## config.mk

```make
export PLATFORM = sky130hd
export DESIGN_NAME = program_sequencer
export DESIGN_NICKNAME = d
export VERILOG_FILES = /design/src/rtl/program_sequencer.sv
export SDC_FILE = /design/constraint.sdc
export NUM_CORES = 1
export LEC_CHECK = 0
export BUFFER_PORTS_ARGS = -buffer_cell sky130_fd_sc_hd__buf_2
export CAP_MARGIN = 20
export CELL_PAD_IN_SITES_DETAIL_PLACEMENT = 0
export CELL_PAD_IN_SITES_GLOBAL_PLACEMENT = 1
export CORE_ASPECT_RATIO = 1.4
export CORE_UTILIZATION = 40
export CTS_CLUSTER_DIAMETER = 150
export DETAILED_ROUTE_END_ITERATION = 6
export PLACE_DENSITY = 0.78
export SLEW_MARGIN = 40
export SYNTH_ARGS = -nofsm -noshare
export SYNTH_HDL_FRONTEND = slang
export SYNTH_SLANG_ARGS = --single-unit
```

## constraint.sdc

```tcl
create_clock -name clk -period 2.6 [get_ports clk]
set_clock_uncertainty 0.05 [all_clocks]
set_input_delay 0.13 -clock clk [delete_from_list [all_inputs] [get_ports clk]]
set_output_delay 0.13 -clock clk [all_outputs]
set_load 0.01 [all_outputs]
```

## src/rtl/program_sequencer.sv

```systemverilog
// program_sequencer: program counter and return stack feeding opcodes and jump targets to the 1-bit ICU
module program_sequencer #(
  parameter int ADDR_W = 8,
  parameter int STACK_DEPTH = 4,
  localparam int SP_W = $clog2(STACK_DEPTH + 1),
  localparam int IDX_W = STACK_DEPTH > 1 ? $clog2(STACK_DEPTH) : 1
) (
  input  logic              clk,
  input  logic              rst,
  output logic [ADDR_W-1:0] prog_addr,
  input  logic [ADDR_W+3:0] prog_data,
  output logic [3:0]        instruction,
  input  logic              jmp,
  input  logic              rtn,
  input  logic              flag_o,
  input  logic              flag_f,
  input  logic              resume,
  output logic              halted,
  output logic [SP_W-1:0]   sp,
  output logic              stk_err
);
  typedef enum logic {RUN, HALT} state_t;
  state_t state_q, state_d;
  logic [ADDR_W-1:0] pc_q, pc_d;
  logic [SP_W-1:0] sp_q, sp_d;
  logic call_pending_q, call_pending_d;
  logic stk_err_q, stk_err_d;
  logic push;
  logic [ADDR_W-1:0] stack_q [STACK_DEPTH];
  logic [ADDR_W-1:0] operand;
  logic [IDX_W-1:0] top_idx, push_idx;
  assign operand = prog_data[4 +: ADDR_W];
  assign top_idx = IDX_W'(sp_q - SP_W'(1));
  assign push_idx = IDX_W'(sp_q);
  assign prog_addr = pc_q;
  assign instruction = prog_data[3:0];
  assign halted = state_q == HALT;
  assign sp = sp_q;
  assign stk_err = stk_err_q;
  // Next pc, stack pointer and run/halt state from the ICU strobes; the return address pushed is the JMP's own word
  always_comb begin
    state_d = state_q;
    pc_d = pc_q;
    sp_d = sp_q;
    call_pending_d = call_pending_q;
    stk_err_d = stk_err_q;
    push = 1'b0;
    if (state_q == HALT) begin
      if (resume) begin
        pc_d = pc_q + ADDR_W'(1);
        state_d = RUN;
        call_pending_d = 1'b0;
      end
    end else begin
      call_pending_d = flag_f;
      if (flag_o) begin
        state_d = HALT;
      end else if (rtn) begin
        if (sp_q != '0) begin
          pc_d = stack_q[top_idx];
          sp_d = sp_q - SP_W'(1);
        end else begin
          pc_d = pc_q + ADDR_W'(1);
          stk_err_d = 1'b1;
        end
      end else if (jmp) begin
        pc_d = operand;
        if (call_pending_q) begin
          if (sp_q == SP_W'(STACK_DEPTH)) begin
            stk_err_d = 1'b1;
          end else begin
            push = 1'b1;
            sp_d = sp_q + SP_W'(1);
          end
        end
      end else begin
        pc_d = pc_q + ADDR_W'(1);
      end
    end
  end
  // Control registers with synchronous active-low reset
  always_ff @(posedge clk) begin
    if (!rst) begin
      state_q <= RUN;
      pc_q <= '0;
      sp_q <= '0;
      call_pending_q <= 1'b0;
      stk_err_q <= 1'b0;
    end else begin
      state_q <= state_d;
      pc_q <= pc_d;
      sp_q <= sp_d;
      call_pending_q <= call_pending_d;
      stk_err_q <= stk_err_d;
    end
  end
  // Return stack storage; contents are meaningless once sp is reset
  always_ff @(posedge clk) begin
    if (rst && push) stack_q[push_idx] <= pc_q;
  end
endmodule
```

==> key figures, run 1 <==
Outcome
  – Status: finished clean

Drt
  – 1st-iter DRT viols: 65
  – Drt wl/cell: ~18 um
  – Routed Antenna Nets: 0
  – Via density: around 5.6
  – Drt drc: 0
  – Vias: roughly 1500
  – WL final: ~5000 um
  – Initial DRT Pass Iterations: 4

STA
  – # setup viols final: 0
  – RSZ-0062 raised after global routing: false
  – Total Neg Setup Slack: 0 ns
  – Setup WS post-layout: ~0.52 ns
  – Minimum clock period: roughly 2.1 ns
  – Slew @ Worst Pin: between 0.6 and 0.7 ns
  – Hold Violations, Final: 0
  – Final Cycle Share: between 70% and 80%
  – Max frequency: just under 500 MHz
  – Max Slew Vio Count: 0
  – Slew margin rel.: a little under three fifths

Critical path
  – Worst path required time: between 2 and 3 ns
  – Startpoint types: register
  – CP Capture Type: register
  – Critical Path AT: ~2.2 ns
  – CP Max Fanout: 9
  – Setup slack, reg-to-reg: around 0.52 ns
  – Worst setup path class: register to register

Synthesis
  – Most used DFF post-synth: edfxtp_1
  – Yosys warns: 0
  – Syn_nets: 206
  – Area contributors post-synth: edfxtp_1, dfxtp_1, mux4_2
  – Synth cell count leaders: edfxtp_1, nor2_1, dfxtp_1
  – Number of synthesized flops with an enable pin: 32
  – Synthesized area: approximately 2200 sq um
  – Async S/R FF share, synth: 0%
  – Netlist cell types: 50
  – Avg Cell Area, Syn: roughly 12 sq um
  – Yosys reg bits: 46
  – Top-count cell post-synth: edfxtp_1
  – Synth area leader: edfxtp_1
  – Cell count after synthesis: approximately 180
  – Top cell type's share of synthesized area: between 40 and 50%
  – Sequential element share of the synthesized area: between 50% and 60%

Hold path
  – Min-Delay Path Class: input pin to register

Global routing
  – Gr ovfl total: 0
  – Initial antenna violation count: 0
  – Largest net degree at the start of global routing: 15
  – Vias in the first global route: roughly 1600
  – Global-route wire length before repair: around 8200 um
  – Overall Global Routing Usage: between 10% and 20%

Run
  – Max_cap viols: 0

Floorplanning
  – Die height: 90.7 um
  – Core Box Area: 5280 sq um
  – Initial Utilization: a little over two fifths
  – Ports: 36
  – Row cnt: 31
  – Die Wd: 65.3 um
  – Die area: about 6000 sq um

Clock tree
  – Number of H-tree levels: 2
  – Clk root buf: clkbuf_8
  – Clock sink count: 46
  – Worst-path clk slew: ~0.09 ns
  – Clock latency on the worst-skew pair: 0.30 ns
  – Hold Buf Count CTS: 0
  – CTS max path bufs: 2
  – # resized after CTS: 0
  – CTS buffer count: 5
  – CTS tree: yes
  – Post-CTS setup buffers: 0

Cells and area
  – # nets final: 232
  – N_diodes: 0
  – Area grow syn2layout: 11.0%
  – Share of cells above drive strength 1: between 20% and 30%
  – FILL cells: roughly 510

Power
  – Maximum vdd drop: between 0.0003 and 0.0004 V
  – P_leak: between 0.0008 and 0.0009 uW
  – P per Cell Area: 607 nW/um^2

Placement
  – Port-buffer cells: 27
  – GP Congestion: between 0.7 and 0.8
  – HPWL after DPL: roughly 3500 um
  – Pre-CTS WS: about 0.53 ns
flip-flops by register name, indices dropped and copies added, names as in the netlist:
signal	count
stack_q	32
sp	3
halted	1
call_pending_q	1
stk_err	1
prog_addr	8
placed cells by master (no fill, tap or decap), types with 4 or more instances in the layout:
master	instances
a21oi_1	11
buf_2	27
nand3_1	5
mux4_2	8
and2_1	4
dfxtp_1	14
nor2_1	16
o22ai_1	6
edfxtp_1	32
nand2_1	12
nor3_1	4
buf_4	5
clkbuf_8	5
inv_1	5
ha_1	6
area by class of cell:
cell class                 instances  area, sq um  area share (%)
inverter                           6         22.5           0.903
clock inverter                     2         13.8           0.552
tap                               66         82.6            3.31
sequential                        46         1240            49.8
clock buffer                       6         72.6            2.91
timing repair buffer              32          173            6.92
multi-input combinational        116          888            35.6
worst paths after layout:
kind | cells after the start | end | start
worst max-delay path | 6 | prog_addr[7]$_SDFFE_PN0P_ | sp[1]$_SDFFE_PN0P_
worst min-delay path | 3 | call_pending_q$_SDFFE_PN0P_ | flag_f
worst max register to register | 6 | prog_addr[7]$_SDFFE_PN0P_ | sp[1]$_SDFFE_PN0P_
worst min register to register | 2 | stk_err$_SDFFE_PN0P_ | stk_err$_SDFFE_PN0P_
stage by stage:
stage | utilization [%] | hold slack [ns] | cells | cell area (sq um) | total power [uW]
finish | 47.3 | 0.0254 | 274 | 2490 | 1510
global route | 47.3 | 0.0496 | 274 | 2490 | 1580
CTS | 47.3 | 0.0264 | 274 | 2490 | 1520
detailed placement | 45.6 | 0.210 | 266 | 2410 | 1090
global placement | 45.6 | 0.210 | 266 | 2410 | 1090
floorplan | - | 0.221 | 181 | 2250 | 1020
report_power, final:
part | internal (uW) | total, uW | switching [uW]
registers | 805 | 841 | 36.2
clock network | 190 | 439 | 249
logic | 104 | 234 | 131
per-layer routing:
layer  vias to the layer above  routed length [um]  global-route usage (%)  part of all wire [%]
met2                        39                2520                    30.2                    50
met3                        10                 230                    3.16                   4.6
met1                       747                2130                    24.4                    42
met4                         0                 143                    9.78                   2.8
met5                         -                   0                       0                     0
li1                        726                   -                       -                     -
kinds of logic (layout without fill, tap and decap cells):
| kind of cell | Yosys count | in the layout | share of synthesized area [%] |
|---|---|---|---|
| AND/OR/NAND/NOR | 58 | 58 | 13.5 |
| multiplexers | 9 | 9 | 8.52 |
| AO/OA/AOI/OAI | 37 | 37 | 11.8 |
| flip-flops | 46 | 46 | 55.3 |
| adder cells (fa/ha/maj) | 6 | 6 | 3.34 |
| XOR/XNOR | 6 | 6 | 2.34 |
| buffers and inverters | 19 | 46 | 5.18 |
critical path, stage by stage (launching register included):
cell and delay, ns:
dfxtp_1 0.40, inv_1 0.10, ha_1 0.61, mux4_2 0.37, nor2b_1 0.14, a211oi_1 0.18
o22ai_1 0.12
No activity file was read; power rests on OpenSTA's default activity.
==> inputs of run 2 (changes only) <==
--- a/config.mk
+++ b/config.mk
@@ -13,7 +13,7 @@
 export CORE_UTILIZATION = 40
 export CTS_CLUSTER_DIAMETER = 150
 export DETAILED_ROUTE_END_ITERATION = 6
-export PLACE_DENSITY = 0.78
+export PLACE_DENSITY = 0.81
 export SLEW_MARGIN = 40
 export SYNTH_ARGS = -nofsm -noshare
 export SYNTH_HDL_FRONTEND = slang
==> constraint.sdc (replaced) <==
create_clock -name clk -period 1.8 [get_ports clk]
set_clock_uncertainty 0.05 [all_clocks]
set_input_delay 0.09 -clock clk [delete_from_list [all_inputs] [get_ports clk]]
set_output_delay 0.09 -clock clk [all_outputs]
set_load 0.01 [all_outputs]
==> run 2 against run 1 <==
  * Global-route usage is 0.14 points lower
  * Die area is the same
  * Cell count up 5.8%
  * Power up 50%
  * Worst setup slack lost 0.41 ns
  * Highest routed layer unchanged
  * Maximum frequency rose by 23%
==> key figures, run 2 (same netlist as run 1, synthesis figures left out) <==
Global routing
  – Overall Global Routing Usage: between 10% and 20%
  – Met2 Use GR: 32.8%
  – Initial antenna violation count: 0
  – Global-route wire length before repair: around 8000 um
  – Met3 usage: around 3.7%
  – Gr ovfl total: 0
  – GR peak layer: met2
  – Met1 Use GR: about 22%
  – Vias in the first global route: around 1600
  – Largest net degree at the start of global routing: 18

Clock tree
  – Clock sink count: 46
  – Worst-path clk slew: 0.09 ns
  – Post-CTS setup buffers: 0
  – CTS tree: yes
  – CTS max path bufs: 2
  – Clk root buf: clkbuf_8
  – Number of H-tree levels: 2
  – Clock latency on the worst-skew pair: 0.31 ns
  – CTS buffer count: 5

Floorplanning
  – Row cnt: 31
  – Core Box Area: approximately 5300 sq um
  – Die height: between 90 and 100 um
  – Ports: 36
  – Die area: slightly below 6000 sq um
  – Initial Utilization: between 40 and 50%
  – Die Wd: about 65 um

Critical path
  – CP Capture Type: register
  – Critical path launch point: sp[0]$_SDFFE_PN0P_
  – CP Max Fanout: 9
  – Startpoint types: register
  – Reg-to-Reg Start: sp[0]$_SDFFE_PN0P_
  – Worst setup path class: register to register
  – Worst path required time: slightly below 2 ns
  – Critical Path AT: about 1.8 ns

Power
  – P_leak: roughly 0.0010 uW
  – Power Total: 2270 uW
  – P per Cell Area: 834 nW/um^2
  – Maximum vdd drop: around 0.00063 V

Placement
  – Placed Instances: about 280
  – HPWL after DPL: between 3000 and 4000 um
  – Port-buffer cells: 27
  – Area after DPL: between 2000 and 3000 sq um
  – GP Congestion: around 0.82

Hold path
  – Min-Delay Path Class: input pin to register
  – Hold Startpoint: prog_data[11]

Cells and area
  – FILL cells: ~520
  – N_diodes: 0
  – Largest register by flop count: stack_q
  – Cell Count, Final, Fillers Out: between 200 and 300
  – Area grow syn2layout: 21.2%
  – Most common cell after layout, fill and taps aside: edfxtp_1
  – Fin area: approximately 2700 sq um
  – Share of cells above drive strength 1: 34.8%
  – Commonest non-fill, non-tap cells in the layout: edfxtp_1, buf_2, nor2_1
  – # nets final: 248
  – Max reg flops: 32

STA
  – RSZ-0062 raised after global routing: false
  – Slew @ Worst Pin: 0.433 ns
  – Max Slew Vio Count: 0
  – Final Cycle Share: 93.6%
  – Minimum clock period: approximately 1.7 ns
  – # setup viols final: 0
  – Hold Violations, Final: 0
  – Slew margin rel.: a little under three quarters
  – Max frequency: 593 MHz
  – Total Neg Setup Slack: 0 ns

Run
  – Max_cap viols: 0

Drt
  – Drt drc: 0
  – Initial DRT Pass Iterations: 4
  – WL final: between 4000 and 5000 um
  – Via density: between 5 and 6
  – Routed Antenna Nets: 0
  – Drt wl/cell: between 15 and 20 um
  – Vias: around 1600
  – 1st-iter DRT viols: 104

Outcome
  – Status: finished clean
-- run 2: cell types whose count changed in the layout (fill, tap and decap cells not counted), moves of 2 or more --
cell,previous run,this run
buf_4,5,15
buf_12,0,5
inv_1,5,3
dfxtp_1,14,12
-- run 2: worst paths after layout --
path	slack (ns)	depth (start not counted)	end
min	0.05	3	prog_addr[7]$_SDFFE_PN0P_
min reg2reg	0.46	2	stk_err$_SDFFE_PN0P_
max	0.11	6	prog_addr[7]$_SDFFE_PN0P_
max reg2reg	0.11	6	prog_addr[7]$_SDFFE_PN0P_
-- run 2: worst max-delay path: stages, from the launching register on --
cell and delay (ns):
dfxtp_4 0.38, inv_4 0.05, ha_4 0.35, mux4_2 0.30
nor2b_1 0.14, a211oi_1 0.21, o22ai_1 0.10
-- run 2: timing repair --
action / 4_1_cts / 5_1_grt
hold buffers: 1 / 0
setup endpoints to repair: 0 / 4
gates resized for setup: 0 / 4
hold endpoints to repair: 1 / 0
-- run 2: metal layers --
layer | share of wire (%) | vias to the layer above
met2 | 53 | 48
met5 | 0 | -
li1 | - | 763
met1 | 39 | 762
met4 | 1.9 | 0
met3 | 5.4 | 9
-- run 2: area by class of cell --
| cell class | instances | area, sq um | share of cell area (%) |
|---|---|---|---|
| clock buffer | 5 | 68.8 | 2.53 |
| clock inverter | 3 | 28.8 | 1.06 |
| inverter | 6 | 25.0 | 0.920 |
| multi-input combinational | 116 | 912 | 33.5 |
| sequential | 46 | 1250 | 45.8 |
| tap | 66 | 82.6 | 3.03 |
| timing repair buffer | 48 | 358 | 13.1 |
-- run 2: through the flow --
stage / utilization, % / setup WS, ns / hold slack, ns
after global placement: 49.3 / 0.123 / 0.130
after detailed placement: 49.3 / 0.0879 / 0.130
after CTS: 51.4 / 0.0784 / 0.0404
after global routing: 51.6 / 0.0124 / 0.0596
final: 51.6 / 0.115 / 0.0467
after floorplan: - / 0.000991 / 0.181
-- run 2: where the power goes --
| group | total, uW | internal, uW | switching, uW |
|---|---|---|---|
| logic | 405 | 191 | 213 |
| registers | 1200 | 1160 | 34.7 |
| clock network | 666 | 290 | 376 |
==> inputs of run 3 (changes only) <==
--- a/config.mk
+++ b/config.mk
@@ -13,6 +13,7 @@
 export CORE_UTILIZATION = 40
 export CTS_CLUSTER_DIAMETER = 150
 export DETAILED_ROUTE_END_ITERATION = 6
+export HOLD_SLACK_MARGIN = 0.06
 export PLACE_DENSITY = 0.81
 export SLEW_MARGIN = 40
 export SYNTH_ARGS = -nofsm -noshare
==> run 3 against run 2 <==
  * Highest routed layer unchanged
  * Combinational power rose by 1%
  * Sequential share of layout area shrank 0.42 points
  * Clock-buffer cell count is the same
  * Largest cell class unchanged
  * Cell count increased by 0.69%
  * Critical path depth decreased by 1
==> key figures, run 3 (same netlist as run 1, synthesis figures left out) <==
Clock tree
  – Worst-path clk slew: ~0.090 ns
  – Clock sink count: 46
  – CTS tree: yes
  – CTS max path bufs: 2
  – Clock latency on the worst-skew pair: between 0.3 and 0.4 ns
  – Number of H-tree levels: 2
  – CTS buffer count: 5
  – Clk root buf: clkbuf_8
  – Post-CTS setup buffers: 0

Floorplanning
  – Die area: approximately 5900 sq um
  – Ports: 36
  – Row cnt: 31
  – Die height: ~91 um
  – Core Box Area: around 5300 sq um
  – Initial Utilization: approximately 43%
  – Die Wd: between 60 and 70 um

Power
  – P per Cell Area: approximately 830 nW/um^2
  – P_leak: just over 0.001 uW
  – Maximum vdd drop: ~0.00063 V

Critical path
  – Setup slack, reg-to-reg: about 0.11 ns
  – CP top delay family: simple AND/OR/NAND/NOR gates
  – CP Max Fanout: 9
  – CP Capture Type: register
  – Critical Path AT: around 1.8 ns
  – Reg-to-Reg Start: prog_addr[0]$_SDFFE_PN0P_
  – Startpoint types: register
  – Slowest stage delay, CP: slightly below 0.5 ns
  – R2R depth: 5
  – Worst path required time: 1.95 ns
  – Crit-path cells: nand3_1 -> or2_1 -> or2_2 -> a21oi_1 -> o22ai_1
  – Worst setup path class: register to register
  – Slowest CP cell: dfxtp_1
  – Reg-to-Reg End: prog_addr[7]$_SDFFE_PN0P_
  – Buf+Inv Stages, Crit Path: 0

Cells and area
  – Register area: approximately 1200 sq um
  – # nets final: 250
  – Area grow syn2layout: 22.3%
  – Largest register by flop count: stack_q
  – N_diodes: 0
  – Commonest non-fill, non-tap cells in the layout: edfxtp_1, buf_2, nor2_1
  – Most common cell after layout, fill and taps aside: edfxtp_1
  – Multi-input gate area: between 900 and 1000 sq um
  – Max reg flops: 32
  – FILL cells: 520
  – Share of cells above drive strength 1: between 30% and 40%

Drt
  – Vias: roughly 1600
  – Via density: roughly 5.5
  – Initial DRT Pass Iterations: 4
  – Routed Antenna Nets: 0
  – Drt drc: 0
  – Drt wl/cell: roughly 17 um
  – 1st-iter DRT viols: a little under 100
  – WL final: 5000 um

Run
  – Max_cap viols: 0

Hold path
  – Hold Startpoint: prog_data[6]
  – Worst Hold Depth: 3
  – Min-Delay Path Class: input pin to register
  – Worst hold path endpoint: prog_addr[2]$_SDFFE_PN0P_

STA
  – Max Slew Vio Count: 0
  – Minimum clock period: 1.69 ns
  – Hold Violations, Final: 0
  – Slew @ Worst Pin: approximately 0.43 ns
  – Slew margin rel.: between 70 and 80%
  – RSZ-0062 raised after global routing: false
  – Final Cycle Share: approximately 94%
  – # setup viols final: 0
  – Total Neg Setup Slack: 0 ns
  – Final hold slack: 0.0774 ns
  – Max frequency: roughly 590 MHz

Placement
  – Port-buffer cells: 27
  – HPWL after DPL: 3680 um
  – GP Congestion: between 0.8 and 0.9

Outcome
  – Status: finished clean

Global routing
  – Vias in the first global route: ~1600
  – Largest net degree at the start of global routing: 18
  – Initial antenna violation count: 0
  – Overall Global Routing Usage: a little under a fifth
  – Gr ovfl total: 0
  – Global-route wire length before repair: between 8000 and 9000 um
[run 3: final cells by class]
cell class,count,area share [%]
clock buffer,5,2.51
clock inverter,3,1.05
inverter,6,0.911
multi-input combinational,116,33.4
sequential,46,45.4
tap,66,3.01
timing repair buffer,50,13.8
[run 3: where the power goes]
part / switching [uW] / leakage [uW] / internal (uW)
Sequential: 35.0 / 0.000409 / 1160
Clock: 378 / 0.0000506 / 290
Combinational: 214 / 0.000558 / 194
[run 3: layer usage]
metal  vias up  global-route usage [%]  part of all wire (%)
met5         -                       0                     0
met4         0                    7.25                   2.1
met3         9                    3.66                   5.4
met2        56                    32.8                    53
met1       762                    22.2                    39
li1        768                       -                     -
[run 3: repair_timing]
| item | 4_1_cts | 5_1_grt |
|---|---|---|
| gates resized for setup | 0 | 5 |
| endpoints found under the hold margin | 4 | 0 |
| hold buffers | 3 | 0 |
| setup endpoints to repair | 0 | 32 |
[run 3: worst max path at each step]
stage / start / to / cells past startpoint / slack, ns
5_1_grt: prog_addr[0]$_SDFFE_PN0P_ / prog_addr[7]$_SDFFE_PN0P_ / 5 / 0.01
4_1_cts: rst / stack_q[3][2]$_DFFE_PP_ / 7 / 0.05
3_5_place_dp: sp[1]$_SDFFE_PN0P_ / prog_addr[7]$_SDFFE_PN0P_ / 6 / 0.09
3_3_place_gp: sp[1]$_SDFFE_PN0P_ / prog_addr[7]$_SDFFE_PN0P_ / 6 / 0.12
6_report: prog_addr[0]$_SDFFE_PN0P_ / prog_addr[7]$_SDFFE_PN0P_ / 5 / 0.11
2_1_floorplan: sp[1]$_SDFFE_PN0P_ / prog_addr[7]$_SDFFE_PN0P_ / 7 / 0.001
[run 3: metrics by stage]
step	utilization (%)	total power (uW)	cells	instance area (sq um)	setup WS [ns]
2_1_floorplan	-	1500	181	2280	0.000991
3_3_place_gp	49.3	1620	281	2600	0.123
3_5_place_dp	49.3	1620	281	2600	0.0879
4_1_cts	51.7	2290	292	2730	0.0544
5_1_grt	52.1	2370	292	2750	0.0124
6_report	52.1	2280	292	2750	0.110
[run 3: tightest hold or removal path, cell delays in order]
cell and delay (ns):
buf_2 0.08, a222oi_1 0.08, o22ai_1 0.14
